$ cat src/rtl/vga_draw_pkg.sv
// Shared constants, types and octant helper for the framebuffer drawing sequencer.
package vga_draw_pkg;

    localparam int W     = 160;
    localparam int H     = 120;
    localparam int X_W   = 8;
    localparam int Y_W   = 7;
    localparam int COL_W = 3;
    localparam int CRD_W = 10;

    typedef enum logic [2:0] {
        IDLE  = 3'd0,
        CLEAR = 3'd1,
        INIT  = 3'd2,
        OCT   = 3'd3,
        UPD   = 3'd4,
        DONE  = 3'd5
    } draw_state_e;

    typedef logic signed [CRD_W-1:0] crd_t;

    typedef struct packed {
        logic vis;
        crd_t px;
        crd_t py;
    } oct_pix_t;

    // Reflect the (ox, oy) offset into octant k around the centre and flag on-screen points.
    function automatic oct_pix_t oct_point(input logic [2:0] k,
                                           input crd_t cx, input crd_t cy,
                                           input crd_t ox, input crd_t oy,
                                           input crd_t sw, input crd_t sh);
        crd_t     dx;
        crd_t     dy;
        oct_pix_t p;
        case (k)
            3'd0:    begin dx =  ox; dy =  oy; end
            3'd1:    begin dx =  oy; dy =  ox; end
            3'd2:    begin dx = -ox; dy =  oy; end
            3'd3:    begin dx = -oy; dy =  ox; end
            3'd4:    begin dx = -ox; dy = -oy; end
            3'd5:    begin dx = -oy; dy = -ox; end
            3'd6:    begin dx =  ox; dy = -oy; end
            3'd7:    begin dx =  oy; dy = -ox; end
            default: begin dx =  ox; dy =  oy; end
        endcase
        p.px = cx + dx;
        p.py = cy + dy;
        if ((p.px >= 10'sd0) && (p.px < sw) && (p.py >= 10'sd0) && (p.py < sh)) begin
            p.vis = 1'b1;
        end else begin
            p.vis = 1'b0;
        end
        return p;
    endfunction

endpackage

$ cat src/rtl/screen_clear_counter.sv
// Raster x/y counter for the clear pass: x runs fastest, wraps at the screen edge, flags the last pixel.
module screen_clear_counter
    import vga_draw_pkg::*;
#(
    parameter int SCREEN_W = 160,
    parameter int SCREEN_H = 120
) (
    input  logic           clock,
    input  logic           reset,
    input  logic           clr,
    input  logic           en,
    output logic [X_W-1:0] cnt_x,
    output logic [Y_W-1:0] cnt_y,
    output logic [X_W-1:0] nxt_x,
    output logic [Y_W-1:0] nxt_y,
    output logic           last
);

    logic [X_W-1:0] cnt_x_r;
    logic [Y_W-1:0] cnt_y_r;
    logic [X_W-1:0] nxt_x_s;
    logic [Y_W-1:0] nxt_y_s;
    logic           last_s;

    // Next raster position and end-of-frame detection.
    always_comb begin
        last_s = (cnt_x_r == X_W'(SCREEN_W - 1)) && (cnt_y_r == Y_W'(SCREEN_H - 1));
        if (cnt_x_r == X_W'(SCREEN_W - 1)) begin
            nxt_x_s = {X_W{1'b0}};
            if (cnt_y_r == Y_W'(SCREEN_H - 1)) begin
                nxt_y_s = {Y_W{1'b0}};
            end else begin
                nxt_y_s = cnt_y_r + 7'd1;
            end
        end else begin
            nxt_x_s = cnt_x_r + 8'd1;
            nxt_y_s = cnt_y_r;
        end
    end

    // Counter register: cleared outside the clear pass, advances while enabled.
    always_ff @(posedge clock) begin
        if (reset || clr) begin
            cnt_x_r <= {X_W{1'b0}};
            cnt_y_r <= {Y_W{1'b0}};
        end else if (en) begin
            cnt_x_r <= nxt_x_s;
            cnt_y_r <= nxt_y_s;
        end else begin
            cnt_x_r <= cnt_x_r;
            cnt_y_r <= cnt_y_r;
        end
    end

    assign cnt_x = cnt_x_r;
    assign cnt_y = cnt_y_r;
    assign nxt_x = nxt_x_s;
    assign nxt_y = nxt_y_s;
    assign last  = last_s;

endmodule

$ cat src/rtl/circle_draw_ctrl.sv
// Clear-then-draw sequencer: wipes the framebuffer, then rasterises one midpoint circle.
module circle_draw_ctrl
    import vga_draw_pkg::*;
#(
    parameter int               SCREEN_W     = 160,
    parameter int               SCREEN_H     = 120,
    parameter logic [COL_W-1:0] CLEAR_COLOUR = 3'b000
) (
    input  logic             clock,
    input  logic             reset,
    input  logic             start,
    input  logic [X_W-1:0]   centre_x,
    input  logic [Y_W-1:0]   centre_y,
    input  logic [6:0]       radius,
    input  logic [COL_W-1:0] colour,
    output logic [X_W-1:0]   x,
    output logic [Y_W-1:0]   y,
    output logic [COL_W-1:0] colour_out,
    output logic             plot,
    output logic             busy,
    output logic             done
);

    localparam crd_t SW_C = crd_t'(SCREEN_W);
    localparam crd_t SH_C = crd_t'(SCREEN_H);

    draw_state_e      state_r;
    logic [2:0]       k_r;
    logic [X_W-1:0]   cx_r;
    logic [Y_W-1:0]   cy_r;
    logic [6:0]       rad_r;
    logic [COL_W-1:0] col_r;
    crd_t             ox_r;
    crd_t             oy_r;
    crd_t             crit_r;

    logic [X_W-1:0]   x_r;
    logic [Y_W-1:0]   y_r;
    logic [COL_W-1:0] col_out_r;
    logic             plot_r;
    logic             busy_r;
    logic             done_r;

    logic [X_W-1:0]   clr_x_s;
    logic [Y_W-1:0]   clr_y_s;
    logic [X_W-1:0]   clr_nx_s;
    logic [Y_W-1:0]   clr_ny_s;
    logic             clr_last_s;

    crd_t             rad_ext_s;
    crd_t             ox_n_s;
    crd_t             oy_n_s;
    crd_t             crit_n_s;
    logic             cont_s;
    logic [2:0]       sel_k_s;
    crd_t             sel_ox_s;
    crd_t             sel_oy_s;
    oct_pix_t         pix_s;

    screen_clear_counter #(
        .SCREEN_W (SCREEN_W),
        .SCREEN_H (SCREEN_H)
    ) u_clear_cnt (
        .clock (clock),
        .reset (reset),
        .clr   (state_r == IDLE),
        .en    (state_r == CLEAR),
        .cnt_x (clr_x_s),
        .cnt_y (clr_y_s),
        .nxt_x (clr_nx_s),
        .nxt_y (clr_ny_s),
        .last  (clr_last_s)
    );

    // Midpoint step and choice of the octant point that will be shown in the next cycle.
    always_comb begin
        rad_ext_s = $signed({3'b000, rad_r});
        oy_n_s    = oy_r + 10'sd1;
        if (crit_r <= 10'sd0) begin
            ox_n_s   = ox_r;
            crit_n_s = crit_r + (oy_n_s <<< 1) + 10'sd1;
        end else begin
            ox_n_s   = ox_r - 10'sd1;
            crit_n_s = crit_r + ((oy_n_s - ox_n_s) <<< 1) + 10'sd1;
        end
        cont_s = (oy_n_s <= ox_n_s);

        case (state_r)
            INIT:    begin sel_k_s = 3'd0;       sel_ox_s = rad_ext_s; sel_oy_s = 10'sd0;  end
            OCT:     begin sel_k_s = k_r + 3'd1; sel_ox_s = ox_r;      sel_oy_s = oy_r;    end
            UPD:     begin sel_k_s = 3'd0;       sel_ox_s = ox_n_s;    sel_oy_s = oy_n_s;  end
            default: begin sel_k_s = 3'd0;       sel_ox_s = ox_r;      sel_oy_s = oy_r;    end
        endcase
        pix_s = oct_point(sel_k_s, $signed({2'b00, cx_r}), $signed({3'b000, cy_r}),
                          sel_ox_s, sel_oy_s, SW_C, SH_C);
    end

    // Sequencer FSM; every output is registered for the cycle the next state is shown.
    always_ff @(posedge clock) begin
        if (reset) begin
            state_r   <= IDLE;
            k_r       <= 3'd0;
            cx_r      <= {X_W{1'b0}};
            cy_r      <= {Y_W{1'b0}};
            rad_r     <= 7'd0;
            col_r     <= {COL_W{1'b0}};
            ox_r      <= 10'sd0;
            oy_r      <= 10'sd0;
            crit_r    <= 10'sd0;
            x_r       <= {X_W{1'b0}};
            y_r       <= {Y_W{1'b0}};
            col_out_r <= {COL_W{1'b0}};
            plot_r    <= 1'b0;
            busy_r    <= 1'b0;
            done_r    <= 1'b0;
        end else begin
            case (state_r)
                IDLE: begin
                    done_r <= 1'b0;
                    if (start) begin
                        cx_r      <= centre_x;
                        cy_r      <= centre_y;
                        rad_r     <= radius;
                        col_r     <= colour;
                        x_r       <= {X_W{1'b0}};
                        y_r       <= {Y_W{1'b0}};
                        col_out_r <= CLEAR_COLOUR;
                        plot_r    <= 1'b1;
                        busy_r    <= 1'b1;
                        state_r   <= CLEAR;
                    end else begin
                        plot_r    <= 1'b0;
                        busy_r    <= 1'b0;
                    end
                end
                CLEAR: begin
                    if (clr_last_s) begin
                        plot_r  <= 1'b0;
                        state_r <= INIT;
                    end else begin
                        x_r       <= clr_nx_s;
                        y_r       <= clr_ny_s;
                        col_out_r <= CLEAR_COLOUR;
                        plot_r    <= 1'b1;
                    end
                end
                INIT: begin
                    ox_r      <= rad_ext_s;
                    oy_r      <= 10'sd0;
                    crit_r    <= 10'sd1 - rad_ext_s;
                    k_r       <= 3'd0;
                    x_r       <= pix_s.px[X_W-1:0];
                    y_r       <= pix_s.py[Y_W-1:0];
                    col_out_r <= col_r;
                    plot_r    <= pix_s.vis;
                    state_r   <= OCT;
                end
                OCT: begin
                    if (k_r == 3'd7) begin
                        plot_r  <= 1'b0;
                        state_r <= UPD;
                    end else begin
                        k_r       <= k_r + 3'd1;
                        x_r       <= pix_s.px[X_W-1:0];
                        y_r       <= pix_s.py[Y_W-1:0];
                        col_out_r <= col_r;
                        plot_r    <= pix_s.vis;
                    end
                end
                UPD: begin
                    ox_r   <= ox_n_s;
                    oy_r   <= oy_n_s;
                    crit_r <= crit_n_s;
                    if (cont_s) begin
                        k_r       <= 3'd0;
                        x_r       <= pix_s.px[X_W-1:0];
                        y_r       <= pix_s.py[Y_W-1:0];
                        col_out_r <= col_r;
                        plot_r    <= pix_s.vis;
                        state_r   <= OCT;
                    end else begin
                        plot_r  <= 1'b0;
                        done_r  <= 1'b1;
                        state_r <= DONE;
                    end
                end
                DONE: begin
                    done_r  <= 1'b0;
                    busy_r  <= 1'b0;
                    plot_r  <= 1'b0;
                    state_r <= IDLE;
                end
                default: begin
                    plot_r  <= 1'b0;
                    busy_r  <= 1'b0;
                    done_r  <= 1'b0;
                    state_r <= IDLE;
                end
            endcase
        end
    end

    assign x          = x_r;
    assign y          = y_r;
    assign colour_out = col_out_r;
    assign plot       = plot_r;
    assign busy       = busy_r;
    assign done       = done_r;

endmodule

$ cat config.mk
export PLATFORM = sky130hd
export DESIGN_NAME = circle_draw_ctrl
export DESIGN_NICKNAME = d
export VERILOG_FILES = /design/src/rtl/vga_draw_pkg.sv /design/src/rtl/screen_clear_counter.sv /design/src/rtl/circle_draw_ctrl.sv
export SDC_FILE = /design/constraint.sdc
export NUM_CORES = 1
export LEC_CHECK = 0
export ABC_AREA = 1
export ABC_CLOCK_PERIOD_IN_PS = 5200
export CAP_MARGIN = 20
export CELL_PAD_IN_SITES_DETAIL_PLACEMENT = 0
export CELL_PAD_IN_SITES_GLOBAL_PLACEMENT = 1
export CORE_MARGIN = 5
export CORE_UTILIZATION = 43
export DETAILED_ROUTE_END_ITERATION = 6
export GPL_ROUTABILITY_DRIVEN = 0
export PLACE_DENSITY_LB_ADDON = 0.1
export SYNTH_ARGS = -nofsm -noshare
export SYNTH_HDL_FRONTEND = slang
export SYNTH_SLANG_ARGS = --single-unit
export TNS_END_PERCENT = 50
$ cat constraint.sdc
create_clock -name clock -period 5.2 [get_ports clock]
set_input_delay 0.78 -clock clock [delete_from_list [all_inputs] [get_ports clock]]
set_output_delay 0.78 -clock clock [all_outputs]
set_load 0.005 [all_outputs]
==> flow_summary_export.csv, run 1 <==
group,metric,value,unit
floorplanning,dieWidth,144,um
final_layout,area_growth,13.1,%
floorplanning,die_y,144,um
sta,fin_skew,0.0153,ns
yosys,synthArstFlopShare,0,%
floorplanning,pin_count,49,
detailed_routing,avgViaCountPerCell,5.30,
clock_network,cts_setup_buffers,0,
setup_path,startpoint,"state_r[0]",
power,p_leak,4.03,nW
yosys,synth_warnings,0,
setup_path,crit_fanout,35,
final_layout,drive_above_1_share,5.99,%
final_layout,antenna_cells,0,
sta,fmax,212,MHz
placement,portBuffers,48,
yosys,ys_ff_latch,97,
detailed_routing,wirelength,23.6,mm
global_routing,grt_max_degree,61,
setup_path,crit_end,"plot",
worst_hold_path,hold_path.startpoint,"y[4]",
setup_path,path_class,"register to register",
outcome,status,"completed",
yosys,synth_top_family_by_area,"simple AND/OR/NAND/NOR gates",
yosys,synth_compound_area_share,19.4,%
sta,finalHoldViolations,0,
global_routing,grt_pass1_vias,7178,
floorplanning,row_count,49,
yosys,synth-simple-area-share,31.3,%
sta,period_share,90.5,%
yosys,synth_cell_types,58,
sta,rsz0062_at_grt,"false",
sta,slew_headroom,48.3,%
sta,tightest_slew,0.775,ns
setup_path,r2r_slack,0.49,ns
sta,finalSetupViolCount,0,
yosys,synth_cells,1192,
global_routing,gr-total-overflow,0,
setup_path,reg2reg_depth,26,
clock_network,cts_hold_buf,0,
final_layout,fin_nets,1321,
run,drv_cap,0,
setup_path,cp_data_arrival_time,5.00,ns
sta,setup_slack,0.493,ns
clock_network,path_clk_slew,0.08,ns
global_routing,grt_use_met1,30.4,%
yosys,syn_area,0.00770,mm2
sta,finalCriticalPeriod,4.71,ns
detailed_routing,drt_iter0_drc,483,
detailed_routing,drc_errors,0,
clock_network,clock_sinks,97,
setup_path,critPathSlowestCell,"nor2_4",
yosys,synth_mux_area_share,0,%
setup_path,r2r-end,"plot",
setup_path,cp_top_family,"simple AND/OR/NAND/NOR gates",
yosys,ys.flop_type,"dfxtp_1",
floorplanning,core,0.0178,mm2
placement,preCtsSetupSlack,0.491,ns
yosys,ys_seq_area_share,25.2,%
setup_path,crit_path_start_kind,"register",
global_routing,grt_pass1_wl,37.6,mm
clock_network,cts_max_level,3,
clock_network,cts.path.max_buffers,2,
detailed_routing,wl_per_cell,16.1,um
setup_path,critPathMaxStageDelay,0.49,ns
detailed_routing,final_antenna_net_count,0,
clock_network,cts_tree,"yes",
global_routing,use_met2,39.0,%
setup_path,cp-end-kind,"register",
yosys,synthesis.nets,1283,
yosys,syn_avg_cell_area,6.46,um2
detailed_routing,drtPass1Iterations,5,
clock_network,clock_latency,0.36,ns
worst_hold_path,hp-class,"register to register",
detailed_routing,num_vias,7756,
setup_path,cp_num_buf_inv,3,
yosys,synth-edff-count,0,
floorplanning,start_util,43.3,%
sta,final.setup.tns,0,ns
global_routing,busiest_layer,"met2",
clock_network,cts_resized,0,
clock_network,cts_buffers,9,
setup_path,cp.required,5.49,ns
yosys,synth_fa_ha_area_share,10.7,%
sta,slew_viol_final,0,
clock_network,root_buffer,"clkbuf_16",
setup_path,rr_startpoint,"state_r[0]",
floorplanning,die_area,0.0207,mm2
power,p_per_area,260,mW/mm2
power,peakVddDrop,0.166,mV
placement,dp_hpwl,18.6,mm
global_routing,antenna_found_initial,0,
global_routing,grt_use_met3,2.46,%
global_routing,grt_use_total,23.1,%
yosys,synth_xor_area_share,3.98,%
setup_path,cp_num_cells,26,
==> metrics by stage <==
stage / util [%] / instance area [um2] / total power [mW] / hold WS (ns) / cells
after floorplan: - / 7700 / 1.36 / 0.430 / 1192
after global placement: 47.3 / 8400 / 1.57 / 0.455 / 1448
after detailed placement: 47.3 / 8400 / 1.57 / 0.456 / 1448
after CTS: 49.0 / 8710 / 2.27 / 0.467 / 1464
after global routing: 49.0 / 8710 / 2.40 / 0.486 / 1464
final: 49.0 / 8710 / 2.26 / 0.466 / 1464
==> layer usage <==
layer	wire length [um]	up-vias	share of wire (%)
met4	666	0	2.8
met2	11300	190	48
met3	825	34	3.5
met5	0	-	0
li1	-	4034	-
met1	10800	3498	46
==> logic make-up (layout without fill, tap and decap cells) <==
logic type | count (synthesis) | after routing
compound gates | 264 | 264
xor+xnor | 35 | 35
fa+ha+maj | 63 | 63
buf+inv | 184 | 227
flops | 97 | 97
simple gates | 549 | 549
==> registers in the layout (all words and copies together), names as in the netlist, 7 cells and up <==
register           count
oy_r                  10
cy_r                   7
x                      8
ox_r                  10
u_clear_cnt.cnt_x      8
rad_r                  7
y                      7
u_clear_cnt.cnt_y      7
cx_r                   8
crit_r                10
==> tightest hold or removal path: cells and delay by family, from the launching register on <==
kind | cells | cell delay (ns)
DFF | 1 | 0.32
AOI/OAI and AO/OA | 1 | 0.05
and+or+nand+nor | 1 | 0.06
==> synthesized netlist by cell type, types with 10 or more instances <==
library cell / instances / share of area [%]
clkbuf_1: 24 / 1.2
xor2_1: 25 / 2.8
o21ai_0: 73 / 4.7
a21oi_1: 128 / 8.3
inv_1: 140 / 6.8
xnor2_1: 10 / 1.1
ha_1: 58 / 9.4
dfxtp_1: 97 / 25
nand2_1: 283 / 14
nor2_1: 106 / 5.2
nand4_1: 11 / 0.89
nand3_1: 104 / 6.8
==> layout make-up <==
class | instances | area [um2]
inverters | 152 | 577
fillers | 1936 | 9070
well taps | 229 | 287
repair buffers | 59 | 558
clock inverters | 7 | 78.8
flip-flops and latches | 97 | 1940
multi-input cells | 911 | 5040
clock buffers | 9 | 225
==> where the power goes <==
group / leakage [nW] / switching (mW) / internal, mW
Sequential: 0.789 / 0.0369 / 0.781
Combinational: 3.09 / 0.486 / 0.258
Clock: 0.150 / 0.355 / 0.345
Total: 4.03 / 0.877 / 1.38
==> how the worst min path moves through the flow <==
stage | to | slack (ns) | cells after the start
floorplan | rad_r[0] | 0.43 | 2
global placement | u_clear_cnt.cnt_x[3] | 0.45 | 2
detailed placement | col_r[2] | 0.46 | 2
CTS | colour_out[1] | 0.47 | 2
global route | cy_r[5] | 0.49 | 2
finish | y[4] | 0.47 | 2
==> cells in the final DEF, fill, tap and decap left out, types with 5 or more instances in the layout <==
cell type | synthesis | final
nand4_1 | 11 | 11
buf_4 | 1 | 11
inv_2 | 8 | 8
a31oi_1 | 6 | 6
o2111ai_1 | 6 | 6
xor2_1 | 25 | 25
nand3_1 | 104 | 104
inv_1 | 140 | 140
nor3_1 | 6 | 6
ha_1 | 58 | 58
o21ai_0 | 73 | 73
o21bai_1 | 5 | 5
clkbuf_16 | 0 | 9
or2_2 | 6 | 6
a21oi_1 | 128 | 128
dfxtp_1 | 97 | 97
nor2_1 | 106 | 106
nand2_2 | 5 | 5
fa_1 | 5 | 5
and2_1 | 5 | 5
nand2_1 | 283 | 283
o21ai_1 | 8 | 8
xnor2_1 | 10 | 10
nor2_4 | 7 | 7
clkdlybuf4s50_1 | 0 | 47
a22oi_1 | 8 | 8
No activity file was read; power rests on OpenSTA's default activity.
==> run 2: changes to the inputs <==
--- a/config.mk
+++ b/config.mk
@@ -14,6 +14,7 @@
 export CORE_UTILIZATION = 43
 export DETAILED_ROUTE_END_ITERATION = 6
 export GPL_ROUTABILITY_DRIVEN = 0
+export MAX_ROUTING_LAYER = met4
 export PLACE_DENSITY_LB_ADDON = 0.1
 export SYNTH_ARGS = -nofsm -noshare
 export SYNTH_HDL_FRONTEND = slang
==> flow_summary_export.csv, run 2 (same netlist as run 1, synthesis figures left out) <==
group,metric,value,unit
outcome,status,"completed",
clock_network,cts_buffers,9,
floorplanning,core,0.0178,mm2
sta,slew_viol_final,0,
detailed_routing,num_vias,7776,
power,fin_total_pwr,2.26,mW
clock_network,cts_tree,"yes",
placement,portBuffers,48,
global_routing,grt_use_total,23.8,%
floorplanning,dieWidth,144,um
placement,placed_cell_area,0.00840,mm2
clock_network,cts_setup_buffers,0,
setup_path,critPathMaxStageDelay,0.50,ns
detailed_routing,final_antenna_net_count,0,
placement,preCtsSetupSlack,0.491,ns
sta,finalCriticalPeriod,4.70,ns
floorplanning,die_area,0.0207,mm2
clock_network,cts_resized,0,
sta,slew_headroom,49.5,%
placement,place_inst,1448,
detailed_routing,drtPass1Iterations,6,
worst_hold_path,hp-class,"register to register",
clock_network,cts_max_level,3,
floorplanning,start_util,43.3,%
final_layout,fin_nets,1321,
setup_path,startpoint,"state_r[0]",
power,p_leak,4.03,nW
setup_path,path_class,"register to register",
final_layout,drive_above_1_share,5.99,%
global_routing,antenna_found_initial,0,
final_layout,finish.instance_area,0.00871,mm2
sta,final.setup.tns,0,ns
global_routing,grt_pass1_wl,37.6,mm
final_layout,seq_area,0.00194,mm2
final_layout,mostFrequentLayoutCells,"283 x nand2_1, 140 x inv_1, 128 x a21oi_1, 106 x nor2_1, 104 x nand3_1",
setup_path,crit_fanout,35,
global_routing,grt_pass1_vias,7184,
global_routing,gr-total-overflow,0,
final_layout,mostFrequentLayoutCell,"nand2_1",
worst_hold_path,hold_path.startpoint,"y[4]",
detailed_routing,wirelength,23.7,mm
clock_network,root_buffer,"clkbuf_16",
global_routing,grt_max_degree,61,
final_layout,reg_top3,"crit_r: 10 flops, ox_r: 10 flops, oy_r: 10 flops",
power,p_per_area,260,mW/mm2
sta,finalHoldViolations,0,
sta,fmax,213,MHz
clock_network,path_clk_slew,0.08,ns
clock_network,clock_latency,0.37,ns
setup_path,cp.required,5.49,ns
floorplanning,pin_count,49,
setup_path,cp-end-kind,"register",
final_layout,finalNonFillerCells,1464,
final_layout,final_util,49.0,%
run,drv_cap,0,
final_layout,multi_input_area,0.00504,mm2
sta,period_share,90.4,%
setup_path,crit_path_start_kind,"register",
clock_network,cts_hold_buf,0,
final_layout,fill_cells,1936,
placement,dp_hpwl,18.6,mm
detailed_routing,wl_per_cell,16.2,um
final_layout,antenna_cells,0,
floorplanning,die_y,144,um
sta,tightest_slew,0.756,ns
floorplanning,row_count,49,
clock_network,clock_sinks,97,
sta,fin_skew,0.0179,ns
sta,rsz0062_at_grt,"false",
detailed_routing,drc_errors,0,
power,peakVddDrop,0.166,mV
setup_path,critPathSlowestCell,"nor2_4",
clock_network,cts.path.max_buffers,2,
final_layout,area_growth,13.1,%
sta,timing.hold.ws,0.467,ns
setup_path,cp_data_arrival_time,4.99,ns
setup_path,rr_startpoint,"state_r[0]",
sta,setup_slack,0.498,ns
detailed_routing,avgViaCountPerCell,5.31,
sta,finalSetupViolCount,0,
detailed_routing,drt_iter0_drc,516,
==> run 2: cell counts in the layout (fill, tap and decap cells not counted) <==
No cell type changed its count.
==> run 2: path summary, 6_finish.rpt <==
kind | cells past startpoint | to | slack, ns
worst min-delay path | 2 | y[4] | 0.47
worst min register to register | 2 | y[4] | 0.47
worst max-delay path | 26 | plot | 0.50
worst max register to register | 26 | plot | 0.50
==> run 2: critical path, delay by kind of cell (launching register included) <==
kind | cells | cell delay [ns]
AO/OA/AOI/OAI | 7 | 1.20
flip-flops | 1 | 0.48
adder cells (fa/ha/maj) | 2 | 0.78
XOR/XNOR | 1 | 0.18
buffers and inverters | 3 | 0.36
AND/OR/NAND/NOR | 13 | 1.59
==> run 2: final cells by class <==
class                   instances  area share (%)
clock buffers                   9            2.59
clock inverters                 7           0.905
inverters                     152            6.62
multi-input cells             911            57.9
flip-flops and latches         97            22.3
well taps                     229            3.29
repair buffers                 59            6.41
==> run 2: where the power goes <==
part	total (mW)	switching (mW)	internal [mW]
Combinational	0.746	0.488	0.258
Clock	0.699	0.354	0.345
Sequential	0.818	0.0370	0.781
Total	2.26	0.879	1.38
==> run 2: per-layer routing <==
metal / routed length (um) / vias up / share of wire, % / track usage, %
li1: - / 4035 / - / -
met2: 11200 / 207 / 47 / 38.9
met4: 751 / 0 / 3.2 / 9.07
met3: 926 / 39 / 3.9 / 2.20
met5: 0 / - / 0 / -
met1: 10800 / 3495 / 46 / 30.6
